$ cat config.mk
export PLATFORM = sky130hd
export DESIGN_NAME = keypad_display_initiator_flat
export DESIGN_NICKNAME = d
export VERILOG_FILES = /design/src/rtl/keypad_display_initiator_pkg.sv /design/src/rtl/keypad_display_initiator_if.sv /design/src/rtl/keypad_display_initiator_bcd_entry_buffer.sv /design/src/rtl/keypad_display_initiator.sv /design/src/flat_wrapper.sv
export SDC_FILE = /design/constraint.sdc
export NUM_CORES = 1
export LEC_CHECK = 0
export ABC_AREA = 1
export BUFFER_PORTS_ARGS = -buffer_cell sky130_fd_sc_hd__clkbuf_2
export CORE_MARGIN = 8
export CORE_UTILIZATION = 49
export DETAILED_ROUTE_END_ITERATION = 10
export PLACE_DENSITY = 0.73
export SETUP_SLACK_MARGIN = 0.02
export SYNTH_ARGS = -nofsm -noshare
export SYNTH_HDL_FRONTEND = slang
export SYNTH_SLANG_ARGS = --single-unit
$ cat constraint.sdc
create_clock -name clk -period 1.9 [get_ports clk]
set_input_delay 0.095 -clock clk [delete_from_list [all_inputs] [get_ports clk]]
set_output_delay 0.095 -clock clk [all_outputs]
set_load 0.05 [all_outputs]
$ cat src/rtl/keypad_display_initiator_pkg.sv
// Shared constants and types for the keypad/display bus initiator.
//   - key code values with special meaning (clear, backspace)
//   - bit positions inside the keypad status word
//   - default bus addresses of the keypad and display registers
//   - FSM state encoding
package keypad_display_initiator_pkg;

    localparam logic [3:0] KEY_CLEAR = 4'hA;
    localparam logic [3:0] KEY_BACK  = 4'hB;

    localparam int VALID_BIT = 4;
    localparam int CODE_MSB  = 3;

    localparam logic [3:0] KEY_ADDR_DEFAULT  = 4'h0;
    localparam logic [3:0] DISP_ADDR_DEFAULT = 4'h4;

    typedef enum logic [2:0] {
        ST_WAIT,
        ST_RD,
        ST_RD_WAIT,
        ST_CAP,
        ST_WR
    } state_e;

    // Codes 0x0-0xB do something to the buffer; 0xC-0xF are ignored.
    function automatic logic is_key_code(input logic [3:0] code);
        return code <= KEY_BACK;
    endfunction

endpackage

$ cat src/rtl/keypad_display_initiator_if.sv
// Peripheral bus between an initiator and the peripheral controller.
//   address     : 4-bit register address (initiator -> responder)
//   dout        : 32-bit write data      (initiator -> responder)
//   writeEnable : one-cycle write strobe (initiator -> responder)
//   din         : 32-bit registered read data (responder -> initiator)
interface keypad_display_initiator_if;
    logic [3:0]  address;
    logic [31:0] dout;
    logic        writeEnable;
    logic [31:0] din;

    modport master (output address, output dout, output writeEnable, input din);
    modport slave  (input address, input dout, input writeEnable, output din);
endinterface

$ cat src/rtl/keypad_display_initiator_bcd_entry_buffer.sv
// 8-digit BCD entry buffer.
//   clk, reset : clock, asynchronous active-low reset
//   accept     : apply code this cycle
//   code       : key code (0-9 digit, KEY_CLEAR, KEY_BACK; others leave entry alone)
//   entry      : registered buffer, digit0 = [3:0] = most recent
//   entry_nxt  : value entry would take if code were accepted now
module keypad_display_initiator_bcd_entry_buffer
    import keypad_display_initiator_pkg::*;
(
    input  logic        clk,
    input  logic        reset,
    input  logic        accept,
    input  logic [3:0]  code,
    output logic [31:0] entry,
    output logic [31:0] entry_nxt
);

    logic [31:0] entry_q, entry_d;

    always_comb begin
        entry_nxt = entry_q;
        if (code <= 4'd9) begin
            entry_nxt = {entry_q[27:0], code};
        end else if (code == KEY_CLEAR) begin
            entry_nxt = '0;
        end else if (code == KEY_BACK) begin
            entry_nxt = {4'h0, entry_q[31:4]};
        end
        entry_d = accept ? entry_nxt : entry_q;
    end

    always_ff @(posedge clk or negedge reset) begin
        if (!reset) entry_q <= '0;
        else        entry_q <= entry_d;
    end

    assign entry = entry_q;

endmodule

$ cat src/rtl/keypad_display_initiator.sv
// Bus initiator that polls the keypad register, edge-detects key presses,
// maintains an 8-digit BCD entry buffer and writes it to the display
// register whenever it changes.
//   clk, reset : clock, asynchronous active-low reset
//   bus        : peripheral bus, master side (address/dout/writeEnable out, din in)
//   entry      : current buffer contents
//   key_event  : one-cycle pulse per accepted key press
module keypad_display_initiator
    import keypad_display_initiator_pkg::*;
#(
    parameter int         POLL_CYCLES  = 1000,
    parameter logic [3:0] KEY_ADDR     = KEY_ADDR_DEFAULT,
    parameter logic [3:0] DISP_ADDR    = DISP_ADDR_DEFAULT,
    parameter int         READ_LATENCY = 1
) (
    input  logic                          clk,
    input  logic                          reset,
    keypad_display_initiator_if.master    bus,
    output logic [31:0]                   entry,
    output logic                          key_event
);

    // One counter serves both the poll interval and the read-latency wait.
    localparam int CNT_MAX = (POLL_CYCLES > READ_LATENCY) ? POLL_CYCLES : READ_LATENCY;
    localparam int CNT_W   = $clog2(CNT_MAX + 1);

    state_e             state_q, state_d;
    logic [CNT_W-1:0]   cnt_q, cnt_d;
    logic               prev_valid_q, prev_valid_d;
    logic [3:0]         address_q, address_d;
    logic [31:0]        dout_q, dout_d;
    logic               we_q, we_d;
    logic               key_event_q, key_event_d;

    logic               key_valid;
    logic [3:0]         key_code;
    logic               accept;
    logic [31:0]        entry_nxt;
    logic               unused_din;

    assign key_valid  = bus.din[VALID_BIT];
    assign key_code   = bus.din[CODE_MSB:0];
    assign unused_din = ^bus.din[31:VALID_BIT+1];

    // Rising edge of valid only, so a held key counts once.
    assign accept = (state_q == ST_CAP) && key_valid && !prev_valid_q && is_key_code(key_code);

    keypad_display_initiator_bcd_entry_buffer u_bcd_entry_buffer (
        .clk       (clk),
        .reset     (reset),
        .accept    (accept),
        .code      (key_code),
        .entry     (entry),
        .entry_nxt (entry_nxt)
    );

    always_comb begin
        state_d      = state_q;
        cnt_d        = cnt_q + CNT_W'(1);
        prev_valid_d = prev_valid_q;
        address_d    = KEY_ADDR;
        dout_d       = dout_q;
        we_d         = 1'b0;
        key_event_d  = 1'b0;
        unique case (state_q)
            ST_WAIT: begin
                if (cnt_q == CNT_W'(POLL_CYCLES - 1)) begin
                    state_d = ST_RD;
                    cnt_d   = '0;
                end
            end
            ST_RD: begin
                cnt_d   = '0;
                state_d = (READ_LATENCY == 0) ? ST_CAP : ST_RD_WAIT;
            end
            ST_RD_WAIT: begin
                if (cnt_q == CNT_W'(READ_LATENCY - 1)) begin
                    state_d = ST_CAP;
                    cnt_d   = '0;
                end
            end
            ST_CAP: begin
                prev_valid_d = key_valid;
                key_event_d  = accept;
                cnt_d        = '0;
                // Outputs are registered, so the write is set up here and
                // appears on the bus during the WR cycle itself.
                if (accept && (entry_nxt != entry)) begin
                    state_d   = ST_WR;
                    address_d = DISP_ADDR;
                    dout_d    = entry_nxt;
                    we_d      = 1'b1;
                end else begin
                    state_d = ST_WAIT;
                end
            end
            ST_WR: begin
                state_d = ST_WAIT;
                cnt_d   = '0;
            end
            default: begin
                state_d = ST_WAIT;
                cnt_d   = '0;
            end
        endcase
    end

    always_ff @(posedge clk or negedge reset) begin
        if (!reset) begin
            state_q      <= ST_WAIT;
            cnt_q        <= '0;
            prev_valid_q <= 1'b0;
            address_q    <= KEY_ADDR;
            dout_q       <= '0;
            we_q         <= 1'b0;
            key_event_q  <= 1'b0;
        end else begin
            state_q      <= state_d;
            cnt_q        <= cnt_d;
            prev_valid_q <= prev_valid_d;
            address_q    <= address_d;
            dout_q       <= dout_d;
            we_q         <= we_d;
            key_event_q  <= key_event_d;
        end
    end

    assign bus.address     = address_q;
    assign bus.dout        = dout_q;
    assign bus.writeEnable = we_q;
    assign key_event       = key_event_q;

endmodule

$ cat src/flat_wrapper.sv
// flat-port wrapper written by rule: the top's interface ports become plain ports
module keypad_display_initiator_flat import keypad_display_initiator_pkg::*;
#(
    parameter int         POLL_CYCLES  = 1000,
    parameter logic [3:0] KEY_ADDR     = KEY_ADDR_DEFAULT,
    parameter logic [3:0] DISP_ADDR    = DISP_ADDR_DEFAULT,
    parameter int         READ_LATENCY = 1
)
  (clk, reset, entry, key_event, bus_address, bus_dout, bus_writeEnable, bus_din);
  keypad_display_initiator_if bus_i ();
  input  logic clk;
  input  logic reset;
  output logic [31:0] entry;
  output logic key_event;
  output wire logic [$bits(bus_i.address)-1:0] bus_address;
  output wire logic [$bits(bus_i.dout)-1:0] bus_dout;
  output wire logic [$bits(bus_i.writeEnable)-1:0] bus_writeEnable;
  input wire logic [$bits(bus_i.din)-1:0] bus_din;
  assign bus_address = bus_i.address;
  assign bus_dout = bus_i.dout;
  assign bus_writeEnable = bus_i.writeEnable;
  assign bus_i.din = bus_din;
  keypad_display_initiator #(.POLL_CYCLES(POLL_CYCLES), .KEY_ADDR(KEY_ADDR), .DISP_ADDR(DISP_ADDR), .READ_LATENCY(READ_LATENCY)) u_core (.clk(clk), .reset(reset), .bus(bus_i), .entry(entry), .key_event(key_event));
endmodule
After elaboration in Yosys (flattened, before gate mapping)
Index checks and enable logic that the tools add are counted.

cells by class
  add/sub/neg operators = 1
  magnitude comparators = 2
  equal/unequal tests = 9
  multiplexer cells = 15
  reduce and logical (&&, ||, !) cells = 9

operators by type and width
  kind                     number
  $mux W32                 3
  $ne A32 B32 Y1           1
  $mux W10                 2
  $pmux W10 S2             1
  $mux W3                  4
  $pmux W3 S4              1
  $add A10 B1 Y10 const B  1
  $eq A10 B10 Y1 const B   1
  $logic_not A10 Y1        1
  $eq A4 B4 Y1 const B     2
  $le A4 B4 Y1 const B     2
  $eq A3 B2 Y1 const B     2
  $logic_and A1 B1 Y1      4
  $mux W4                  1
  $ne A2 B1 Y1 const B     2
  $reduce_and A2 Y1        2
  $eq A3 B1 Y1 const B     1
  $logic_not A3 Y1         1
  $mux W1                  3
  $logic_not A1 Y1         1

word-level totals
  bits of input ports = 34
  register bits after elaboration = 84
  word-level logic and storage cells = 44

Longest topological paths before layout
Gate-level depths: netlist of the first run.

  word-level depth = 8
  mapped depth = 20

Hierarchy
Synthesis of the first run repeated with hierarchy kept, for this count alone.

unflattened totals
  cell total of the unflattened synthesis = 661
  area total of the unflattened synthesis = 4,735.8 um^2

modules (own cells, without submodules)
  module                                     cells an instance  area each (um^2)  sequential area each (um^2)  times used
  keypad_display_initiator                   327                2,552.4           1,201.2                      1
  keypad_display_initiator_bcd_entry_buffer  334                2,183.3           800.8                        1

Worst setup path after synthesis of the first run
No wires, ideal clock.

  path kind = register -> register
  start point = register u_core.u_bcd_entry_buffer.entry_q[25] (netlist: u_core.u_bcd_entry_buffer.entry[25])
  end point = register u_core.dout_q[0] (netlist: u_core.bus.dout[0])
  cell stages (with the launch flop) = 15
  path slack = -188 ps
  library setup time = 119 ps
  clock period less this slack = 2,088 ps
  data required time = 1,781 ps
  arrival = 1,968 ps
  cell sequence = dfrtp_1 -> inv_1 -> o21ai_0 -> nand2_1 -> nand2_1 -> nand2_1 -> nor2_1 -> nand3_1 -> nor2_1 -> nand2_1 -> nor2_1 -> nand2_2 -> clkbuf_1 -> nand3_1 -> nand2_1

between the ends
  cells in the longest elaborated chain, start to end = 6

ends and longest elaborated chain
  element                          RTL line                                         RTL
  start: declaration               keypad_display_initiator_bcd_entry_buffer.sv:18  logic [31:0] entry_q, entry_d;
  start signal: assignment         keypad_display_initiator_bcd_entry_buffer.sv:34  else entry_q <= entry_d;
  $mux W32                         keypad_display_initiator_bcd_entry_buffer.sv:26  end else if (code == KEY_BACK) begin
  $mux W32                         keypad_display_initiator_bcd_entry_buffer.sv:24  end else if (code == KEY_CLEAR) begin
  $mux W32                         keypad_display_initiator_bcd_entry_buffer.sv:22  if (code <= 4'd9) begin
  $ne A32 B32 Y1 (*)               keypad_display_initiator.sv:88                   if (accept && (entry_nxt != entry)) begin
  $logic_and A1 B1 Y1 (*)          keypad_display_initiator.sv:88
  $reduce_and A2 Y1 (no line) (*)  --
  end signal: assignment           keypad_display_initiator.sv:122                  dout_q <= dout_d;
  end: declaration                 keypad_display_initiator.sv:31                   logic [31:0] dout_q, dout_d;

Every way passes the cells marked *; elsewhere a longest branch is shown, timed or not.
A chain may end at the register's enable or synchronous reset.

Final worst setup path of the first run
  start point = register u_core.u_bcd_entry_buffer.entry_q[23] (netlist: u_core.u_bcd_entry_buffer.entry[23])
  end point = register u_core.dout_q[18] (netlist: u_core.bus.dout[18])

Same word-level chain as after synthesis.

==> metrics.txt, run 1 <==
# TYPE chip_impl_metric gauge
chip_impl_info{name="cpLargestDelayFamily",value="simple AND/OR/NAND/NOR gates"} 1
chip_impl_metric{name="final-hold-violation-count",unit=""} 0
chip_impl_metric{name="slew_viol_final",unit=""} 0
chip_impl_info{name="synth_area_leaders",value="sky130_fd_sc_hd__dfrtp_1 44%, sky130_fd_sc_hd__nand2_1 23%, sky130_fd_sc_hd__nand3_1 11%"} 1
chip_impl_metric{name="number_of_placement_rows",unit=""} 35
chip_impl_metric{name="drive_gt1_share",unit="%"} 30.05
chip_impl_metric{name="timing.final.crit_period",unit="ns"} 1.918
chip_impl_info{name="critical_path_class",value="flop to flop"} 1
chip_impl_metric{name="cts_buffers",unit=""} 9
chip_impl_metric{name="holdWs",unit="ns"} 0.1922
chip_impl_metric{name="final_layout_net_count",unit=""} 853
chip_impl_metric{name="layout-area-overhead-vs-synth",unit="%"} 33.91
chip_impl_metric{name="timing.final.crit_share",unit="%"} 100.9
chip_impl_metric{name="numPortBuffers",unit=""} 73
chip_impl_info{name="cts_root_buffer",value="sky130_fd_sc_hd__clkbuf_8"} 1
chip_impl_info{name="yosysMostFrequentCell",value="sky130_fd_sc_hd__nand2_1"} 1
chip_impl_metric{name="detail_route.vias_per_cell",unit=""} 5.298
chip_impl_metric{name="route.final.wire_length",unit="mm"} 14.14
chip_impl_metric{name="post_synthesis_share_of_cell_area_spent_on_xor_and_xnor_gates",unit="%"} 0.3816
chip_impl_metric{name="starting_utilization_of_the_core_area",unit="%"} 50.16
chip_impl_metric{name="vdd.ir_drop.worst",unit="V"} 0.0003688
chip_impl_info{name="cp_cell_sequence",value="inv_1 -> nand3_1 -> nand3_1 -> nand3_1 -> nand2_1 -> nand2_1 -> nor2_2 -> nand2_1 -> nor2_2 -> nand2_4 -> clkbuf_16 -> nand3_1 -> nand2_1"} 1
chip_impl_info{name="combinational_family_with_the_most_area_after_synthesis",value="simple AND/OR/NAND/NOR gates"} 1
chip_impl_metric{name="synth_enable_flop_cells",unit=""} 0
chip_impl_metric{name="die-width",unit="µm"} 112.8
chip_impl_metric{name="final_std_cells_w_o_fill",unit=""} 933
chip_impl_info{name="synth_commonest_cells",value="283 x sky130_fd_sc_hd__nand2_1, 99 x sky130_fd_sc_hd__nand3_1, 80 x sky130_fd_sc_hd__dfrtp_1"} 1
chip_impl_info{name="violated_checks",value="setup timing"} 1
chip_impl_metric{name="drt_drc_violations_left",unit=""} 0
chip_impl_metric{name="synthesized_instance_count",unit=""} 671
chip_impl_metric{name="setup_viol_count_final",unit=""} 12
chip_impl_info{name="run_status",value="finished, violations left"} 1
chip_impl_metric{name="share_of_yosys_cell_area_claimed_by_the_top_area_cell_type",unit="%"} 43.61
chip_impl_metric{name="synth_area_in_compound_gates",unit="%"} 7.686
chip_impl_metric{name="grt_pass1_vias",unit=""} 4713
chip_impl_info{name="dominantRegCellSynth",value="sky130_fd_sc_hd__dfrtp_1"} 1
chip_impl_metric{name="grt_start_max_net_pins",unit=""} 37
chip_impl_metric{name="critical_path.max_stage_delay",unit="ns"} 0.45
chip_impl_metric{name="ios",unit=""} 104
chip_impl_info{name="setup.worst_path.start_class",value="flop"} 1
chip_impl_info{name="synth_top_area_cell",value="sky130_fd_sc_hd__dfrtp_1"} 1
chip_impl_metric{name="max_clock_freq",unit="MHz"} 521.4
chip_impl_metric{name="synth-adder-area-share",unit="%"} 0.5451
chip_impl_metric{name="clk-insertion-delay-late",unit="ns"} 0.36
chip_impl_metric{name="max_cap_viol_count",unit=""} 0
chip_impl_info{name="crit_path_top_delay_cell",value="sky130_fd_sc_hd__dfrtp_2"} 1
chip_impl_metric{name="post-place-ws",unit="ns"} -0.2328
chip_impl_metric{name="muxShareOfSynthArea",unit="%"} 0
chip_impl_metric{name="worstPathBufferInverterCount",unit=""} 2
chip_impl_metric{name="clock_sinks",unit=""} 80
chip_impl_metric{name="place_hpwl",unit="mm"} 10.60
chip_impl_metric{name="number_of_register_bits_inferred_by_synthesis",unit=""} 80
chip_impl_metric{name="crit_arrival",unit="ns"} 2.17
chip_impl_metric{name="postRouteAntennaNets",unit=""} 0
chip_impl_metric{name="synthesis.area",unit="µm²"} 4591
chip_impl_metric{name="yosys.area_share.simple",unit="%"} 38.65
chip_impl_metric{name="cts.clk_slew.worst_paths",unit="ns"} 0.10
chip_impl_metric{name="syn-mean-instance-area",unit="µm²"} 6.842
chip_impl_metric{name="antenna_found_initial",unit=""} 0
chip_impl_metric{name="routedWlPerCell",unit="µm"} 15.16
chip_impl_info{name="cts_tree",value="done"} 1
chip_impl_metric{name="post-route-util",unit="%"} 67.16
chip_impl_metric{name="max-clock-path-buffers",unit=""} 2
chip_impl_metric{name="fin_ws",unit="ns"} -0.01797
chip_impl_metric{name="synthDistinctLibCells",unit=""} 32
chip_impl_metric{name="via_count",unit=""} 4943
chip_impl_metric{name="placedCellCount",unit=""} 907
chip_impl_metric{name="final_total_power",unit="mW"} 3.511
chip_impl_metric{name="grt_first_pass_wirelength",unit="mm"} 23.09
chip_impl_info{name="grt_setup_unrepaired",value="yes"} 1
chip_impl_metric{name="seq_total_area_yosys",unit="%"} 43.61
chip_impl_info{name="worst_hold_path_type",value="input pin to asynchronous set/reset pin"} 1
chip_impl_metric{name="final.setup_skew",unit="ns"} 0.01160
chip_impl_metric{name="design.core.area",unit="µm²"} 9153
chip_impl_metric{name="critPathRequiredTime",unit="ns"} 2.15
chip_impl_metric{name="gr-total-overflow",unit=""} 0
chip_impl_metric{name="grt.total_usage",unit="%"} 22.31
chip_impl_metric{name="synth_async_sr_flop_share",unit="%"} 100.0
chip_impl_info{name="critPathCaptureType",value="flop"} 1
chip_impl_metric{name="yosysWarnings",unit=""} 0
chip_impl_metric{name="power_density",unit="nW/µm²"} 571.1
chip_impl_metric{name="antenna_diode_count",unit=""} 0
chip_impl_metric{name="gp_routability_congestion",unit=""} 0.9454
chip_impl_metric{name="height_of_the_chip",unit="µm"} 112.8
chip_impl_metric{name="drt_first_pass_iters",unit=""} 4
chip_impl_metric{name="drt-initial-drc-count",unit=""} 415
chip_impl_metric{name="static-leakage-power",unit="nW"} 3.393
chip_impl_metric{name="cts_htree_levels",unit=""} 3
chip_impl_metric{name="cp_max_fo",unit=""} 16
chip_impl_metric{name="die_area",unit="µm²"} 12720
-- metal layers --
layer  vias up  GRT usage, %  wire length [µm]
met3        19         3.621               831
met2       188         35.55              6716
li1       2422             -                 -
met4         0         8.004               231
met5         -             0                 0
met1      2314         29.92              6364
-- kinds of logic (layout without fill, tap and decap cells) --
family,Yosys count,count (layout)
flip-flops,80,80
adder cells (fa/ha/maj),2,2
XOR/XNOR,2,2
AND/OR/NAND/NOR,427,427
other,1,3
buffers and inverters,95,244
AO/OA/AOI/OAI,64,64
-- final cells by class --
| class | count | area, µm² |
|---|---|---|
| fill | 787 | 3005 |
| multi-input combinational | 498 | 2306 |
| sequential | 80 | 2039 |
| timing repair buffer | 163 | 1217 |
| inverter | 65 | 244.0 |
| tap | 111 | 138.9 |
| clock buffer | 9 | 123.9 |
| clock inverter | 7 | 77.57 |
-- cell usage in the layout (no fill, tap or decap), types with 10 or more instances in the layout --
cell and count:
sky130_fd_sc_hd__clkbuf_2 72, sky130_fd_sc_hd__dfrtp_1 50, sky130_fd_sc_hd__dfrtp_2 30, sky130_fd_sc_hd__inv_2 10, sky130_fd_sc_hd__nor2_1 24, sky130_fd_sc_hd__buf_4 76, sky130_fd_sc_hd__o21ai_0 39, sky130_fd_sc_hd__nand2_1 272
sky130_fd_sc_hd__inv_1 53, sky130_fd_sc_hd__nand3_1 91, sky130_fd_sc_hd__nand2_2 10
-- state kept, by name, indices dropped and copies added, names as in the netlist --
| register | cells |
|---|---|
| u_core.bus.dout | 32 |
| u_core.cnt_q | 10 |
| u_core.prev_valid_q | 1 |
| u_core.state_q | 3 |
| u_core.key_event | 1 |
| u_core.u_bcd_entry_buffer.entry | 32 |
| u_core.bus.address | 1 |
-- final timing paths --
check,from,to,slack [ns],cells past startpoint
max,u_core.u_bcd_entry_buffer.entry[23]$_DFFE_PN0P_,u_core.bus.dout[18]$_DFFE_PN0P_,-0.02,13
min,reset,u_core.u_bcd_entry_buffer.entry[3]$_DFFE_PN0P_,0.19,2
max reg2reg,u_core.u_bcd_entry_buffer.entry[23]$_DFFE_PN0P_,u_core.bus.dout[18]$_DFFE_PN0P_,-0.02,13
min reg2reg,u_core.bus.dout[30]$_DFFE_PN0P_,u_core.bus.dout[30]$_DFFE_PN0P_,0.48,2
max in group asynchronous,reset,u_core.u_bcd_entry_buffer.entry[0]$_DFFE_PN0P_,1.07,3
min in group clk,bus_din[0],u_core.u_bcd_entry_buffer.entry[0]$_DFFE_PN0P_,0.35,7
-- worst reg2reg max path, cell delays in order (launching register included) --
cell and delay, ns:
sky130_fd_sc_hd__dfrtp_2 0.45, sky130_fd_sc_hd__inv_1 0.12, sky130_fd_sc_hd__nand3_1 0.10, sky130_fd_sc_hd__nand3_1 0.13, sky130_fd_sc_hd__nand3_1 0.08, sky130_fd_sc_hd__nand2_1 0.08
sky130_fd_sc_hd__nand2_1 0.06, sky130_fd_sc_hd__nor2_2 0.12, sky130_fd_sc_hd__nand2_1 0.08, sky130_fd_sc_hd__nor2_2 0.16, sky130_fd_sc_hd__nand2_4 0.11, sky130_fd_sc_hd__clkbuf_16 0.20
sky130_fd_sc_hd__nand3_1 0.08, sky130_fd_sc_hd__nand2_1 0.05
-- where the power goes --
part | total (mW) | internal [mW] | switching, mW
Clock | 1.34 | 0.627 | 0.709
Combinational | 0.474 | 0.187 | 0.287
Sequential | 1.70 | 1.70 | 0
Total | 3.51 | 2.51 | 0.996
-- repair_timing --
item / in CTS / in global routing
endpoints found under the setup margin: 33 / 34
cloned: 0 / 3
hold buffers: 2 / 0
buffers inserted: 1 / 4
hold endpoints to repair: 27 / 0
pin swaps: 0 / 3
resized for setup: 7 / 29
-- metrics by stage --
step / cell area [µm²] / setup TNS, ns
5_1_grt: 6147 / -5.327
3_5_place_dp: 5698 / -6.907
2_1_floorplan: 4643 / 0
6_report: 6147 / -0.1064
3_3_place_gp: 5698 / -7.144
4_1_cts: 5947 / 0
No activity file was read; power rests on OpenSTA's default activity.
==> inputs of run 2 (changes only) <==
--- a/config.mk
+++ b/config.mk
@@ -7,10 +7,12 @@
 export LEC_CHECK = 0
 export ABC_AREA = 1
 export BUFFER_PORTS_ARGS = -buffer_cell sky130_fd_sc_hd__clkbuf_2
+export CELL_PAD_IN_SITES_DETAIL_PLACEMENT = 0
+export CELL_PAD_IN_SITES_GLOBAL_PLACEMENT = 1
 export CORE_MARGIN = 8
-export CORE_UTILIZATION = 49
+export CORE_UTILIZATION = 35
 export DETAILED_ROUTE_END_ITERATION = 10
-export PLACE_DENSITY = 0.73
+export PLACE_DENSITY = 0.74
 export SETUP_SLACK_MARGIN = 0.02
 export SYNTH_ARGS = -nofsm -noshare
 export SYNTH_HDL_FRONTEND = slang
==> metrics.txt, run 2 (synthesized netlist as in run 1, its figures left out) <==
# TYPE chip_impl_metric gauge
chip_impl_info{name="run_status",value="finished, violations left"} 1
chip_impl_info{name="violated_checks",value="setup timing"} 1
chip_impl_metric{name="combPwrFrac",unit="%"} 12.3
chip_impl_metric{name="cp_max_fo",unit=""} 12
chip_impl_metric{name="drt-initial-drc-count",unit=""} 352
chip_impl_metric{name="power_density",unit="nW/µm²"} 607.1
chip_impl_metric{name="design.core.area",unit="µm²"} 13030
chip_impl_metric{name="layout-area-overhead-vs-synth",unit="%"} 40.01
chip_impl_metric{name="height_of_the_chip",unit="µm"} 130.5
chip_impl_metric{name="numPortBuffers",unit=""} 73
chip_impl_metric{name="detail_route.vias_per_cell",unit=""} 4.787
chip_impl_metric{name="crit_arrival",unit="ns"} 2.20
chip_impl_info{name="final_cell_mix",value="265 x sky130_fd_sc_hd__nand2_1, 98 x sky130_fd_sc_hd__nand3_1, 87 x sky130_fd_sc_hd__buf_4"} 1
chip_impl_metric{name="drive_gt1_share",unit="%"} 31.50
chip_impl_metric{name="drt_drc_violations_left",unit=""} 0
chip_impl_metric{name="postRouteAntennaNets",unit=""} 0
chip_impl_info{name="cts_tree",value="done"} 1
chip_impl_metric{name="cts_htree_levels",unit=""} 3
chip_impl_metric{name="grt_first_pass_wirelength",unit="mm"} 23.54
chip_impl_metric{name="antenna_diode_count",unit=""} 0
chip_impl_metric{name="tightestPinTransition",unit="ns"} 0.5014
chip_impl_metric{name="holdWs",unit="ns"} 0.01801
chip_impl_metric{name="vdd.ir_drop.worst",unit="V"} 0.0003825
chip_impl_metric{name="dpl-instance-area",unit="µm²"} 5937
chip_impl_metric{name="ff_latch_area",unit="µm²"} 2039
chip_impl_metric{name="routedWlPerCell",unit="µm"} 14.54
chip_impl_metric{name="via_count",unit=""} 4840
chip_impl_info{name="critPathCaptureType",value="flop"} 1
chip_impl_metric{name="final-hold-violation-count",unit=""} 0
chip_impl_metric{name="clk-insertion-delay-late",unit="ns"} 0.35
chip_impl_metric{name="post-route-util",unit="%"} 49.32
chip_impl_metric{name="die-width",unit="µm"} 130.5
chip_impl_metric{name="power.clock.fraction",unit="%"} 44.0
chip_impl_metric{name="antenna_found_initial",unit=""} 0
chip_impl_metric{name="p_switching",unit="mW"} 0.9855
chip_impl_info{name="setup.worst_path.start_class",value="flop"} 1
chip_impl_metric{name="die_area",unit="µm²"} 17040
chip_impl_metric{name="cts.clk_slew.worst_paths",unit="ns"} 0.06
chip_impl_metric{name="gr-total-overflow",unit=""} 0
chip_impl_metric{name="setup_viol_count_final",unit=""} 15
chip_impl_metric{name="finalSetupTns",unit="ns"} -0.1343
chip_impl_metric{name="place_hpwl",unit="mm"} 11.28
chip_impl_metric{name="fin_area",unit="µm²"} 6427
chip_impl_metric{name="critPathRequiredTime",unit="ns"} 2.18
chip_impl_metric{name="timing.slew.headroom",unit="%"} 66.58
chip_impl_metric{name="final.setup_skew",unit="ns"} 0.007987
chip_impl_metric{name="max-clock-path-buffers",unit=""} 2
chip_impl_metric{name="final_layout_net_count",unit=""} 866
chip_impl_metric{name="starting_utilization_of_the_core_area",unit="%"} 35.22
chip_impl_metric{name="power_switching_share",unit="%"} 25.25
chip_impl_metric{name="route.final.wire_length",unit="mm"} 14.70
chip_impl_metric{name="cts_buffers",unit=""} 9
chip_impl_metric{name="pwr-share-seq",unit="%"} 43.6
chip_impl_metric{name="static-leakage-power",unit="nW"} 3.471
chip_impl_metric{name="clock_sinks",unit=""} 80
chip_impl_metric{name="grt.total_usage",unit="%"} 17.74
chip_impl_metric{name="power_report.internal_total",unit="mW"} 2.917
chip_impl_metric{name="fin_ws",unit="ns"} -0.01830
chip_impl_info{name="critical_path_class",value="flop to flop"} 1
chip_impl_metric{name="gp_routability_congestion",unit=""} 0.8688
chip_impl_metric{name="number_of_placement_rows",unit=""} 42
chip_impl_info{name="worst_hold_path_type",value="input pin to flop"} 1
chip_impl_metric{name="max_cap_viol_count",unit=""} 0
chip_impl_metric{name="timing.final.crit_share",unit="%"} 101.0
chip_impl_metric{name="ios",unit=""} 104
chip_impl_metric{name="multi_input_comb_area",unit="µm²"} 2292
chip_impl_metric{name="drt_first_pass_iters",unit=""} 5
chip_impl_metric{name="slew_viol_final",unit=""} 0
chip_impl_metric{name="timing.final.crit_period",unit="ns"} 1.918
chip_impl_info{name="cts_root_buffer",value="sky130_fd_sc_hd__clkbuf_16"} 1
chip_impl_metric{name="grt_pass1_vias",unit=""} 4655
chip_impl_info{name="grt_setup_unrepaired",value="yes"} 1
chip_impl_metric{name="layout_fillers",unit=""} 1360
chip_impl_info{name="most_common_cell_after_layout_fill_and_taps_aside",value="sky130_fd_sc_hd__nand2_1"} 1
chip_impl_metric{name="grt_start_max_net_pins",unit=""} 48
chip_impl_metric{name="max_clock_freq",unit="MHz"} 521.3
[run 2: cell types whose count changed in the layout (fill, tap and decap cells not counted), moves of 4 or more]
cell and delta:
sky130_fd_sc_hd__clkbuf_8 -9, sky130_fd_sc_hd__buf_4 +11, sky130_fd_sc_hd__nand3_2 -6, sky130_fd_sc_hd__buf_12 +4
sky130_fd_sc_hd__nand2_1 -7, sky130_fd_sc_hd__clkbuf_16 +8, sky130_fd_sc_hd__nand2_2 +4, sky130_fd_sc_hd__nand2_4 +4
sky130_fd_sc_hd__nand3_1 +7, sky130_fd_sc_hd__clkbuf_1 +4
[run 2: final timing paths]
path / startpoint / endpoint / slack, ns / cells after the start
worst max-delay path: u_core.u_bcd_entry_buffer.entry[26]$_DFFE_PN0P_ / u_core.bus.dout[29]$_DFFE_PN0P_ / -0.02 / 17
worst max register to register: u_core.u_bcd_entry_buffer.entry[26]$_DFFE_PN0P_ / u_core.bus.dout[29]$_DFFE_PN0P_ / -0.02 / 17
worst min-delay path: bus_din[4] / u_core.prev_valid_q$_DFFE_PN0P_ / 0.02 / 3
worst min register to register: u_core.bus.dout[3]$_DFFE_PN0P_ / u_core.bus.dout[3]$_DFFE_PN0P_ / 0.47 / 2
min in group asynchronous: reset / u_core.u_bcd_entry_buffer.entry[3]$_DFFE_PN0P_ / 0.25 / 2
max in group asynchronous: reset / u_core.u_bcd_entry_buffer.entry[4]$_DFFE_PN0P_ / 1.01 / 3
[run 2: power groups by stage]
stage                     Sequential [mW]  Combinational, mW  Clock (mW)
after floorplan                      1.73              0.224           0
after global placement               1.73              0.471           0
after detailed placement             1.73              0.475           0
after CTS                            1.70              0.480        1.75
after global routing                 1.70              0.534        1.82
final                                1.70              0.481        1.72
[run 2: per-stage QoR]
| step | cells | setup slack [ns] | power (mW) |
|---|---|---|---|
| after floorplan | 673 | 0.02359 | 1.959 |
| after global placement | 988 | -0.1659 | 2.206 |
| after detailed placement | 988 | -0.1995 | 2.209 |
| after CTS | 1005 | 0.01517 | 3.933 |
| after global routing | 1011 | -0.2047 | 4.052 |
| final | 1011 | -0.01830 | 3.902 |
[run 2: critical path: stages, from the launching register on]
cell	delay [ns]
sky130_fd_sc_hd__dfrtp_2	0.43
sky130_fd_sc_hd__inv_2	0.07
sky130_fd_sc_hd__buf_6	0.09
sky130_fd_sc_hd__nand3_2	0.07
sky130_fd_sc_hd__nand2_1	0.07
sky130_fd_sc_hd__o21bai_1	0.08
sky130_fd_sc_hd__nand2_1	0.08
sky130_fd_sc_hd__nand2_1	0.07
sky130_fd_sc_hd__inv_2	0.05
sky130_fd_sc_hd__nand2_1	0.04
sky130_fd_sc_hd__nor2_1	0.08
sky130_fd_sc_hd__nand2_1	0.06
sky130_fd_sc_hd__nor2_1	0.11
sky130_fd_sc_hd__nand2_2	0.12
sky130_fd_sc_hd__nand2_4	0.15
sky130_fd_sc_hd__clkbuf_16	0.18
sky130_fd_sc_hd__nand2_1	0.05
sky130_fd_sc_hd__nand2_1	0.05
[run 2: routing by layer]
| metal | vias up | share of wire, % | GRT usage [%] |
|---|---|---|---|
| met5 | - | 0 | 0 |
| met4 | 0 | 2.0 | 7.157 |
| met3 | 18 | 6.5 | 3.166 |
| met2 | 141 | 46 | 27.98 |
| met1 | 2227 | 46 | 23.62 |
| li1 | 2454 | - | - |
[run 2: what timing repair did]
action	CTS	global route
buffers inserted	0	4
pin swaps	0	2
hold buffers	1	0
cloned	0	2
endpoints found under the hold margin	33	0
endpoints found under the setup margin	33	35
resized for setup	12	31
[run 2: area by class of cell]
class	instances	area share (%)
multi-input combinational	498	35.66
sequential	80	31.73
tap	176	3.426
inverter	65	3.854
timing repair buffer	176	20.93
clock inverter	3	0.6619
clock buffer	13	3.738
